===== config.mk =====
export PLATFORM = sky130hd
export DESIGN_NAME = keypad_scan_ctrl
export DESIGN_NICKNAME = d
export VERILOG_FILES = /design/src/rtl/keypad_pkg.sv /design/src/rtl/keypad_evt_fifo.sv /design/src/rtl/keypad_scan_ctrl.sv
export SDC_FILE = /design/constraint.sdc
export NUM_CORES = 1
export LEC_CHECK = 0
export ABC_AREA = 1
export CORE_MARGIN = 2
export CORE_UTILIZATION = 55
export CTS_BUF_LIST = sky130_fd_sc_hd__clkbuf_8
export CTS_CLUSTER_DIAMETER = 120
export DETAILED_ROUTE_END_ITERATION = 7
export PLACE_DENSITY = 0.84
export SKIP_LAST_GASP = 1
export SLEW_MARGIN = 20
export SYNTH_ARGS = -nofsm -noshare
export SYNTH_HDL_FRONTEND = slang
export SYNTH_HIERARCHICAL = 1
export SYNTH_SLANG_ARGS = --single-unit

===== constraint.sdc =====
create_clock -name clk -period 3.65 [get_ports clk]
set_input_delay 0.73 -clock clk [delete_from_list [all_inputs] [get_ports clk]]
set_output_delay 0.73 -clock clk [all_outputs]
set_load 0.02 [all_outputs]

===== src/rtl/keypad_pkg.sv =====
// Shared types and helpers for the keypad scan controller: FSM state encoding
// and the key-code width function.
package keypad_pkg;

  typedef enum logic [2:0] {
    ST_IDLE     = 3'd0,
    ST_SCAN     = 3'd1,
    ST_DEBOUNCE = 3'd2,
    ST_HELD     = 3'd3,
    ST_RELEASE  = 3'd4
  } keypad_state_e;

  // Width of key_code; never below one bit so tiny keypads still get a port.
  function automatic int code_width(input int rows, input int cols);
    int n;
    n = rows * cols;
    return (n <= 2) ? 1 : $clog2(n);
  endfunction

endpackage


===== src/rtl/keypad_evt_fifo.sv =====
// Small event FIFO between the scan FSM and the consumer. DEPTH must be a
// power of two so the pointers wrap naturally.
module keypad_evt_fifo #(
  parameter int W     = 4,
  parameter int DEPTH = 4
) (
  input  logic         clk,
  input  logic         rst,
  input  logic         push_i,
  input  logic [W-1:0] data_i,
  input  logic         pop_i,
  output logic [W-1:0] data_o,
  output logic         valid_o,
  output logic         drop_o
);

  localparam int AW = $clog2(DEPTH);
  localparam logic [AW:0] FULL_CNT = (AW+1)'(DEPTH);

  logic [W-1:0]  mem_q [DEPTH];
  logic [AW-1:0] wr_q, rd_q;
  logic [AW:0]   cnt_q;
  logic          empty, full, pop, push_ok;

  assign empty   = (cnt_q == '0);
  assign full    = (cnt_q == FULL_CNT);
  assign pop     = pop_i && !empty;
  // A pop in the same cycle frees the slot, so a full FIFO can still accept.
  assign push_ok = push_i && (!full || pop);
  assign drop_o  = push_i && full && !pop;
  assign valid_o = !empty;
  assign data_o  = mem_q[rd_q];

  always_ff @(posedge clk or posedge rst) begin
    if (rst) begin
      for (int i = 0; i < DEPTH; i++) mem_q[i] <= '0;
      wr_q  <= '0;
      rd_q  <= '0;
      cnt_q <= '0;
    end else begin
      if (push_ok) begin
        mem_q[wr_q] <= data_i;
        wr_q        <= wr_q + AW'(1);
      end
      if (pop) rd_q <= rd_q + AW'(1);
      cnt_q <= cnt_q + (AW+1)'(push_ok) - (AW+1)'(pop);
    end
  end

endmodule


===== src/rtl/keypad_scan_ctrl.sv =====
// Matrix keypad scanner with per-tick debounce and a valid/ready event output.
// Define KEYPAD_SCAN_CTRL_FIFO_EN to buffer events in a 4-entry FIFO.
module keypad_scan_ctrl
  import keypad_pkg::*;
#(
  parameter int ROWS     = 4,
  parameter int COLS     = 4,
  parameter int TICK_DIV = 50000,
  parameter int DEBOUNCE = 3,
  localparam int CW      = code_width(ROWS, COLS)
) (
  input  logic            clk,
  input  logic            rst,
  input  logic [ROWS-1:0] row_n,
  output logic [COLS-1:0] col_n,
  output logic [CW-1:0]   key_code,
  output logic            key_valid,
  input  logic            key_ready,
  output logic            key_held,
  output logic            overflow,
  input  logic            ovf_clr,
  output keypad_state_e   dbg_state_o
);

  // Event handshake: an event is transferred on any rising clk edge where
  // key_valid && key_ready; key_valid/key_code hold steady until then.

  localparam int DIV_W = $clog2(TICK_DIV);
  localparam int CI_W  = (COLS > 1) ? $clog2(COLS) : 1;
  localparam int RI_W  = (ROWS > 1) ? $clog2(ROWS) : 1;
  localparam int CNT_W = $clog2(DEBOUNCE + 1);

  localparam logic [DIV_W-1:0] DIV_LAST = DIV_W'(TICK_DIV - 1);
  localparam logic [CI_W-1:0]  COL_LAST = CI_W'(COLS - 1);
  localparam logic [CNT_W-1:0] CNT_LAST = CNT_W'(DEBOUNCE - 1);

  logic [ROWS-1:0]  row_meta_q, row_s_q;
  logic [DIV_W-1:0] div_q;
  logic             tick;
  keypad_state_e    state_q, state_d;
  logic [CI_W-1:0]  col_idx_q, col_idx_d;
  logic [RI_W-1:0]  row_idx_q, row_idx_d, low_row;
  logic [CNT_W-1:0] cnt_q, cnt_d;
  logic             any_row, row_hi;
  logic             evt_push, evt_drop;
  logic [CW-1:0]    evt_code;
  logic             ovf_q;

  always_ff @(posedge clk or posedge rst) begin
    if (rst) begin
      row_meta_q <= '1;
      row_s_q    <= '1;
    end else begin
      row_meta_q <= row_n;
      row_s_q    <= row_meta_q;
    end
  end

  assign tick = (div_q == DIV_LAST);

  always_ff @(posedge clk or posedge rst) begin
    if (rst) div_q <= '0;
    else     div_q <= tick ? '0 : div_q + DIV_W'(1);
  end

  // Lowest active row wins when several rows share the driven column.
  always_comb begin
    low_row = '0;
    for (int i = ROWS - 1; i >= 0; i--) begin
      if (!row_s_q[i]) low_row = RI_W'(i);
    end
  end

  assign any_row  = (row_s_q != '1);
  assign row_hi   = row_s_q[row_idx_q];
  assign evt_code = CW'(row_idx_q) * CW'(COLS) + CW'(col_idx_q);

  always_ff @(posedge clk or posedge rst) begin
    if (rst) begin
      state_q   <= ST_IDLE;
      col_idx_q <= '0;
      row_idx_q <= '0;
      cnt_q     <= '0;
    end else begin
      state_q   <= state_d;
      col_idx_q <= col_idx_d;
      row_idx_q <= row_idx_d;
      cnt_q     <= cnt_d;
    end
  end

  always_comb begin
    state_d   = state_q;
    col_idx_d = col_idx_q;
    row_idx_d = row_idx_q;
    cnt_d     = cnt_q;
    evt_push  = 1'b0;
    if (tick) begin
      unique case (state_q)
        ST_IDLE: begin
          if (any_row) begin
            state_d   = ST_SCAN;
            col_idx_d = '0;
          end
        end
        ST_SCAN: begin
          if (any_row) begin
            row_idx_d = low_row;
            cnt_d     = CNT_W'(1);
            state_d   = ST_DEBOUNCE;
          end else if (col_idx_q == COL_LAST) begin
            col_idx_d = '0;
            state_d   = ST_IDLE;
          end else begin
            col_idx_d = col_idx_q + CI_W'(1);
          end
        end
        ST_DEBOUNCE: begin
          if (row_hi) begin
            cnt_d   = '0;
            state_d = ST_IDLE;
          end else if (cnt_q >= CNT_LAST) begin
            cnt_d    = '0;
            evt_push = 1'b1;
            state_d  = ST_HELD;
          end else begin
            cnt_d = cnt_q + CNT_W'(1);
          end
        end
        ST_HELD: begin
          if (row_hi) begin
            cnt_d   = CNT_W'(1);
            state_d = ST_RELEASE;
          end
        end
        ST_RELEASE: begin
          if (!row_hi) begin
            cnt_d   = '0;
            state_d = ST_HELD;
          end else if (cnt_q >= CNT_LAST) begin
            cnt_d   = '0;
            state_d = ST_IDLE;
          end else begin
            cnt_d = cnt_q + CNT_W'(1);
          end
        end
        default: state_d = ST_IDLE;
      endcase
    end
  end

  // All columns low in IDLE so any press shows up; otherwise only the scanned one.
  always_comb begin
    col_n = '0;
    if (state_q != ST_IDLE) begin
      col_n            = '1;
      col_n[col_idx_q] = 1'b0;
    end
  end

  assign key_held    = (state_q == ST_HELD) || (state_q == ST_RELEASE);
  assign dbg_state_o = state_q;

`ifdef KEYPAD_SCAN_CTRL_FIFO_EN
  keypad_evt_fifo #(
    .W     (CW),
    .DEPTH (4)
  ) u_evt_fifo (
    .clk     (clk),
    .rst     (rst),
    .push_i  (evt_push),
    .data_i  (evt_code),
    .pop_i   (key_ready),
    .data_o  (key_code),
    .valid_o (key_valid),
    .drop_o  (evt_drop)
  );
`else
  logic [CW-1:0] code_q, code_d;
  logic          valid_q, valid_d;

  always_comb begin
    code_d   = code_q;
    valid_d  = valid_q;
    evt_drop = 1'b0;
    if (evt_push) begin
      if (!valid_q || key_ready) begin
        code_d  = evt_code;
        valid_d = 1'b1;
      end else begin
        evt_drop = 1'b1;
      end
    end else if (valid_q && key_ready) begin
      valid_d = 1'b0;
    end
  end

  always_ff @(posedge clk or posedge rst) begin
    if (rst) begin
      code_q  <= '0;
      valid_q <= 1'b0;
    end else begin
      code_q  <= code_d;
      valid_q <= valid_d;
    end
  end

  assign key_code  = code_q;
  assign key_valid = valid_q;
`endif

  // A drop in the same cycle as ovf_clr wins, so no overflow is ever lost.
  always_ff @(posedge clk or posedge rst) begin
    if (rst) ovf_q <= 1'b0;
    else     ovf_q <= (ovf_q & ~ovf_clr) | evt_drop;
  end

  assign overflow = ovf_q;

endmodule


Word level (Yosys, flattened, before mapping) --
Index checks and enable logic that the tools add are counted.
Word-level totals: register bits after elaboration 39, output and inout bits 14, input bits 8, logic and storage cells 91
Cells by class: add/sub/neg operators 4, bitwise logic cells 4, reductions and logical operators 16, equality and inequality tests 15, mux-type cells 38, $lt $le $gt $ge 4
Operators with widths (count):
- $mux W2 | 12
- $mux W3 | 8
- $add A16 B1 Y16 const B | 1
- $eq A16 B16 Y1 const B | 1
- $mux W16 | 1
- $pmux W3 S5 | 1
- $mux W1 | 11
- $ne A3 B3 Y1 const B | 3
- $ne A2 B2 Y1 const B | 4
- $pmux W2 S4 | 1
- $reduce_and A4 Y1 | 2
- $eq A3 B2 Y1 const B | 2
- $lt A2 B3 Y1 const B | 2
- $reduce_and A6 Y1 | 1
- $add A2 B1 Y2 const B | 2
- $add A4 B2 Y4 | 1
- $mux W4 | 1
- $ne A4 B4 Y1 const B | 1
- $not A4 Y4 | 1
- $pmux W2 S2 | 1
- $reduce_and A2 Y1 | 2
- $reduce_bool A2 Y1 | 2
- $reduce_bool A4 Y1 | 1
- $eq A3 B1 Y1 const B | 1
- other kinds (16) | 18

Depth between registers and ports, before layout --
depth in word-level cells 7, depth in mapped cells 10, gate-level depth less buffers 10

Least setup slack after synthesis --
OpenSTA, ideal clock, no wires.
path kind register -> output, from register state_q[0], in the netlist dbg_state_o[0], to output col_n[0], arrival 1.044 ns, setup slack 1.876 ns, data required time 2.920 ns, buffers on the path 0, cell stages (with the launch flop) 5, path through dfrtp_1 inv_1 nand2_1 inv_1 nor2_1
Between the ends: word-level cells in the longest chain between the ends 2
RTL lines:
- start, declared | RTL line keypad_scan_ctrl.sv:40 | keypad_state_e state_q, state_d;
- start signal, assigned | RTL line keypad_scan_ctrl.sv:85 | state_q <= state_d;
- $reduce_bool A3 Y1 | RTL line keypad_scan_ctrl.sv:155 | if (state_q != ST_IDLE) begin
- $mux W4 | RTL line keypad_scan_ctrl.sv:155
- end, declared | RTL line keypad_scan_ctrl.sv:15 | output logic [COLS-1:0] col_n,
Every way passes these cells.

Worst setup path after layout --
from register state_q[2], in the netlist dbg_state_o[2], to output col_n[3]
Same word-level chain as after synthesis.

==> impl_metrics.yaml <==
outcome:
  outcome: "complete, no violations"
pwr:
  power_frac_seq: 0.537
  p_clk_frac: 0.432
  worst_ir_drop_vdd_uv: 228
  power.internal_uw: 654
  comb_power_share: 0.031
  static-leakage-power_uw: 0.00117
  net-switching-power_uw: 171
  finalPower_uw: 825
  power_switching_share: 0.208
  power-per-cell-area_nw_per_um2: 337
sta:
  setup_total_negative_slack_ns: 0
  finalHoldViolations: 0
  worst_slew_pin_slew_ns: 0.474
  slew_headroom: 0.684
  timing.final.crit_period_ns: 2.45
  drv_slew: 0
  skew_ns: 0.00646
  postLayoutSetupSlackWorst_ns: 1.20
  setup_viol: 0
  fmaxAchievable_mhz: 408
  final_min_period_over_clock_period: 0.672
  unrepaired_setup_endpoints_after_global_routing: "false"
logic_synthesis:
  post_synth_num_cell_types: 28
  synth_cells: 252
  average_cell_area_after_synthesis_um2: 8.18
  register_area_share_after_synthesis: 0.478
  synth_fp_nets: 265
  count_of_yosys_warnings_during_synthesis: 6
  netlist_area_um2: 2060
  total_of_flip_flops_plus_latches_after_synthesis: 39
floorplanning:
  start_util: 0.567
  std_cell_rows: 22
  die_outline_width_um: 65.2
  core-area_um2: 3630
  die_y_um: 65.2
  overall_die_area_um2: 4250
  io_pins: 22
routing:
  wl_met3_um: 150
  wl_um: 3730
  detail_route.drc_violations: 0
  vias: 1653
  dr.max_layer_used: "met4"
  drt_iter0_drc: 65
  drt_first_pass_iters: 4
  viasPerCell: 5.01
  routed-wl-met2_um: 1870
  drtAntennaViolNets: 0
  met1_length_um: 1630
  post_drt_wl_per_cell_um: 11.3
critical_path:
  critical_path.max_stage_delay_ns: 0.53
  critical_path_sink_type: "output port"
  standard_cell_with_the_maximum_stage_delay_on_the_critical_path: "sky130_fd_sc_hd__clkdlybuf4s50_1"
  stages_on_worst_setup_path: 5
  timing.critical_path.from_type: "register"
  criticalPathCategory: "reg2out"
  crit_arrival_ns: 1.72
  number_of_buffer_and_inverter_stages_on_the_critical_path: 2
  worst-r2r-cell-count: 8
  critical_path_peak_fanout: 6
  required_ns: 2.92
  critical_path_cell_by_cell: "nor2_2 -> nand2_1 -> inv_1 -> nor2_1 -> clkdlybuf4s50_1"
  timing.critical_path.max_delay_family: "buffers and inverters"
cts:
  cts_tree: "done"
  deepest_clock_path_buffer_count: 2
  count_of_cells_resized_by_post_cts_repair: 0
  tritoncts.num_buffers: 5
  numClockSinks: 39
  postCtsSetupRepairBufs: 0
  cts.hold.buffers_added: 0
  clock_latency_reported_for_the_late_side_of_the_worst_skew_pair_ns: 0.29
  htreeDepth: 2
  ctsRootBufferMaster: "sky130_fd_sc_hd__clkbuf_8"
  worst_setup_hold_path_clk_slew_ns: 0.08
layout:
  net_total_in_the_final_layout: 294
  multi_input_area_um2: 928
  layout.area.seq_um2: 986
  fill_cells: 302
  area_delta_synth_final_pct: 18.9
  final_layout_size_suffix_gt1_frac: 0.149
  diodes: 0
  finish.utilization: 0.675
placed_design:
  dp.final_hpwl_um: 2780
  detailedPlace.worstSlack_ns: 1.53
  portBuffers: 21
  gp_routability_congestion: 0.904
run:
  cap_viol_max_count: 0
grt:
  overflow: 0
  initial_antenna_violation_count: 0
  grt_first_pass_wirelength_um: 6800
  grt.total_usage: 0.209
  grt_max_degree: 40
  vias_in_the_first_global_route: 1639
hold_path:
  min_path_cells: 0
  worstHoldPathType: "reg2reg"
-- cells by family (layout without fill, tap and decap cells) --
family                   Yosys count  count (layout)  share of synthesized area
buffers and inverters             39              69                     0.0710
AO/OA/AOI/OAI                     13              13                     0.0376
adder cells (fa/ha/maj)            5               5                     0.0304
flip-flops                        39              39                      0.478
XOR/XNOR                           6               6                     0.0255
AND/OR/NAND/NOR                  150             150                      0.357
-- power groups by stage --
stage               combinational [uW]  sequential, uW  clock (uW)
floorplan                         13.9             450           0
global placement                  25.9             450           0
detailed placement                26.2             451           0
CTS                               26.3             443         366
global route                      29.5             443         387
finish                            25.5             443         357
-- layout by cell type (no fill, tap or decap), types with 2 or more instances in the layout --
| master | instances |
|---|---|
| sky130_fd_sc_hd__nand2_1 | 68 |
| sky130_fd_sc_hd__inv_1 | 37 |
| sky130_fd_sc_hd__dfrtp_1 | 31 |
| sky130_fd_sc_hd__nor2_1 | 27 |
| sky130_fd_sc_hd__clkdlybuf4s50_1 | 21 |
| sky130_fd_sc_hd__nand3_1 | 16 |
| sky130_fd_sc_hd__nor3_1 | 8 |
| sky130_fd_sc_hd__dfstp_2 | 8 |
| sky130_fd_sc_hd__nand3_2 | 7 |
| sky130_fd_sc_hd__nand2_2 | 6 |
| sky130_fd_sc_hd__xor2_1 | 5 |
| sky130_fd_sc_hd__ha_1 | 5 |
| sky130_fd_sc_hd__clkbuf_8 | 5 |
| sky130_fd_sc_hd__nor2_4 | 4 |
| sky130_fd_sc_hd__nand4_1 | 4 |
| sky130_fd_sc_hd__o21ai_1 | 4 |
| sky130_fd_sc_hd__nor2_2 | 3 |
| sky130_fd_sc_hd__inv_2 | 2 |
| sky130_fd_sc_hd__o211ai_1 | 2 |
| sky130_fd_sc_hd__a31oi_1 | 2 |
| sky130_fd_sc_hd__nand3b_1 | 2 |
| sky130_fd_sc_hd__nor3b_1 | 2 |
| sky130_fd_sc_hd__a21oi_1 | 2 |
-- worst paths after layout --
path	end	slack [ns]	startpoint
worst max register to register	dbg_state_o[2]	2.03	div_q[0]
worst min register to register	row_s_q[1]	0.35	row_meta_q[1]
min in group asynchronous	div_q[1]	0.85	rst
worst max-delay path	col_n[3]	1.20	dbg_state_o[2]
max in group asynchronous	row_s_q[0]	2.45	rst
worst min-delay path	row_s_q[1]	0.35	row_meta_q[1]
-- metrics by stage --
stage,instances,hold slack [ns],instance area (um2)
2_1_floorplan,252,0.345,2060
3_3_place_gp,322,0.345,2340
3_5_place_dp,322,0.347,2340
4_1_cts,330,0.354,2450
5_1_grt,330,0.357,2450
6_report,330,0.354,2450
-- cell usage after synthesis (all sizes together) --
| library cell | number | area, um2 |
|---|---|---|
| o21ai | 5 | 25.0 |
| dfstp | 8 | 210 |
| nand4 | 4 | 25.0 |
| nor3b | 2 | 15.0 |
| o31ai | 1 | 7.51 |
| o21bai | 1 | 7.51 |
| nand3b | 2 | 15.0 |
| a31oi | 2 | 12.5 |
| o211ai | 2 | 15.0 |
| a21oi | 2 | 10.0 |
| nor3 | 10 | 66.3 |
| nor2 | 34 | 165 |
| nand3 | 23 | 150 |
| nand2 | 74 | 293 |
| dfrtp | 31 | 776 |
| xor2 | 5 | 43.8 |
| xnor2 | 1 | 8.76 |
| inv | 39 | 146 |
| ha | 5 | 62.6 |
| or2 | 1 | 6.26 |
-- registers in the layout (all words and copies together), names as in the netlist --
register     count
key_code         4
key_valid        1
div_q           16
cnt_q            2
row_idx_q        2
col_idx_q        2
row_s_q          4
row_meta_q       4
dbg_state_o      3
overflow         1
-- layout make-up --
class	count	area share
Tap cell	48	0.0245
Timing Repair Buffer	22	0.0888
Clock inverter	3	0.0179
Clock buffer	5	0.0281
Inverter	39	0.0597
Sequential cell	39	0.402
Multi-Input combinational cell	174	0.379
-- per-layer routing --
metal  global-route usage  vias up
met3               0.0548        7
met4               0.0911        0
li1                     -      848
met1                0.233      766
met5                    0        -
met2                0.372       32
(Power assumes the default switching activity.)
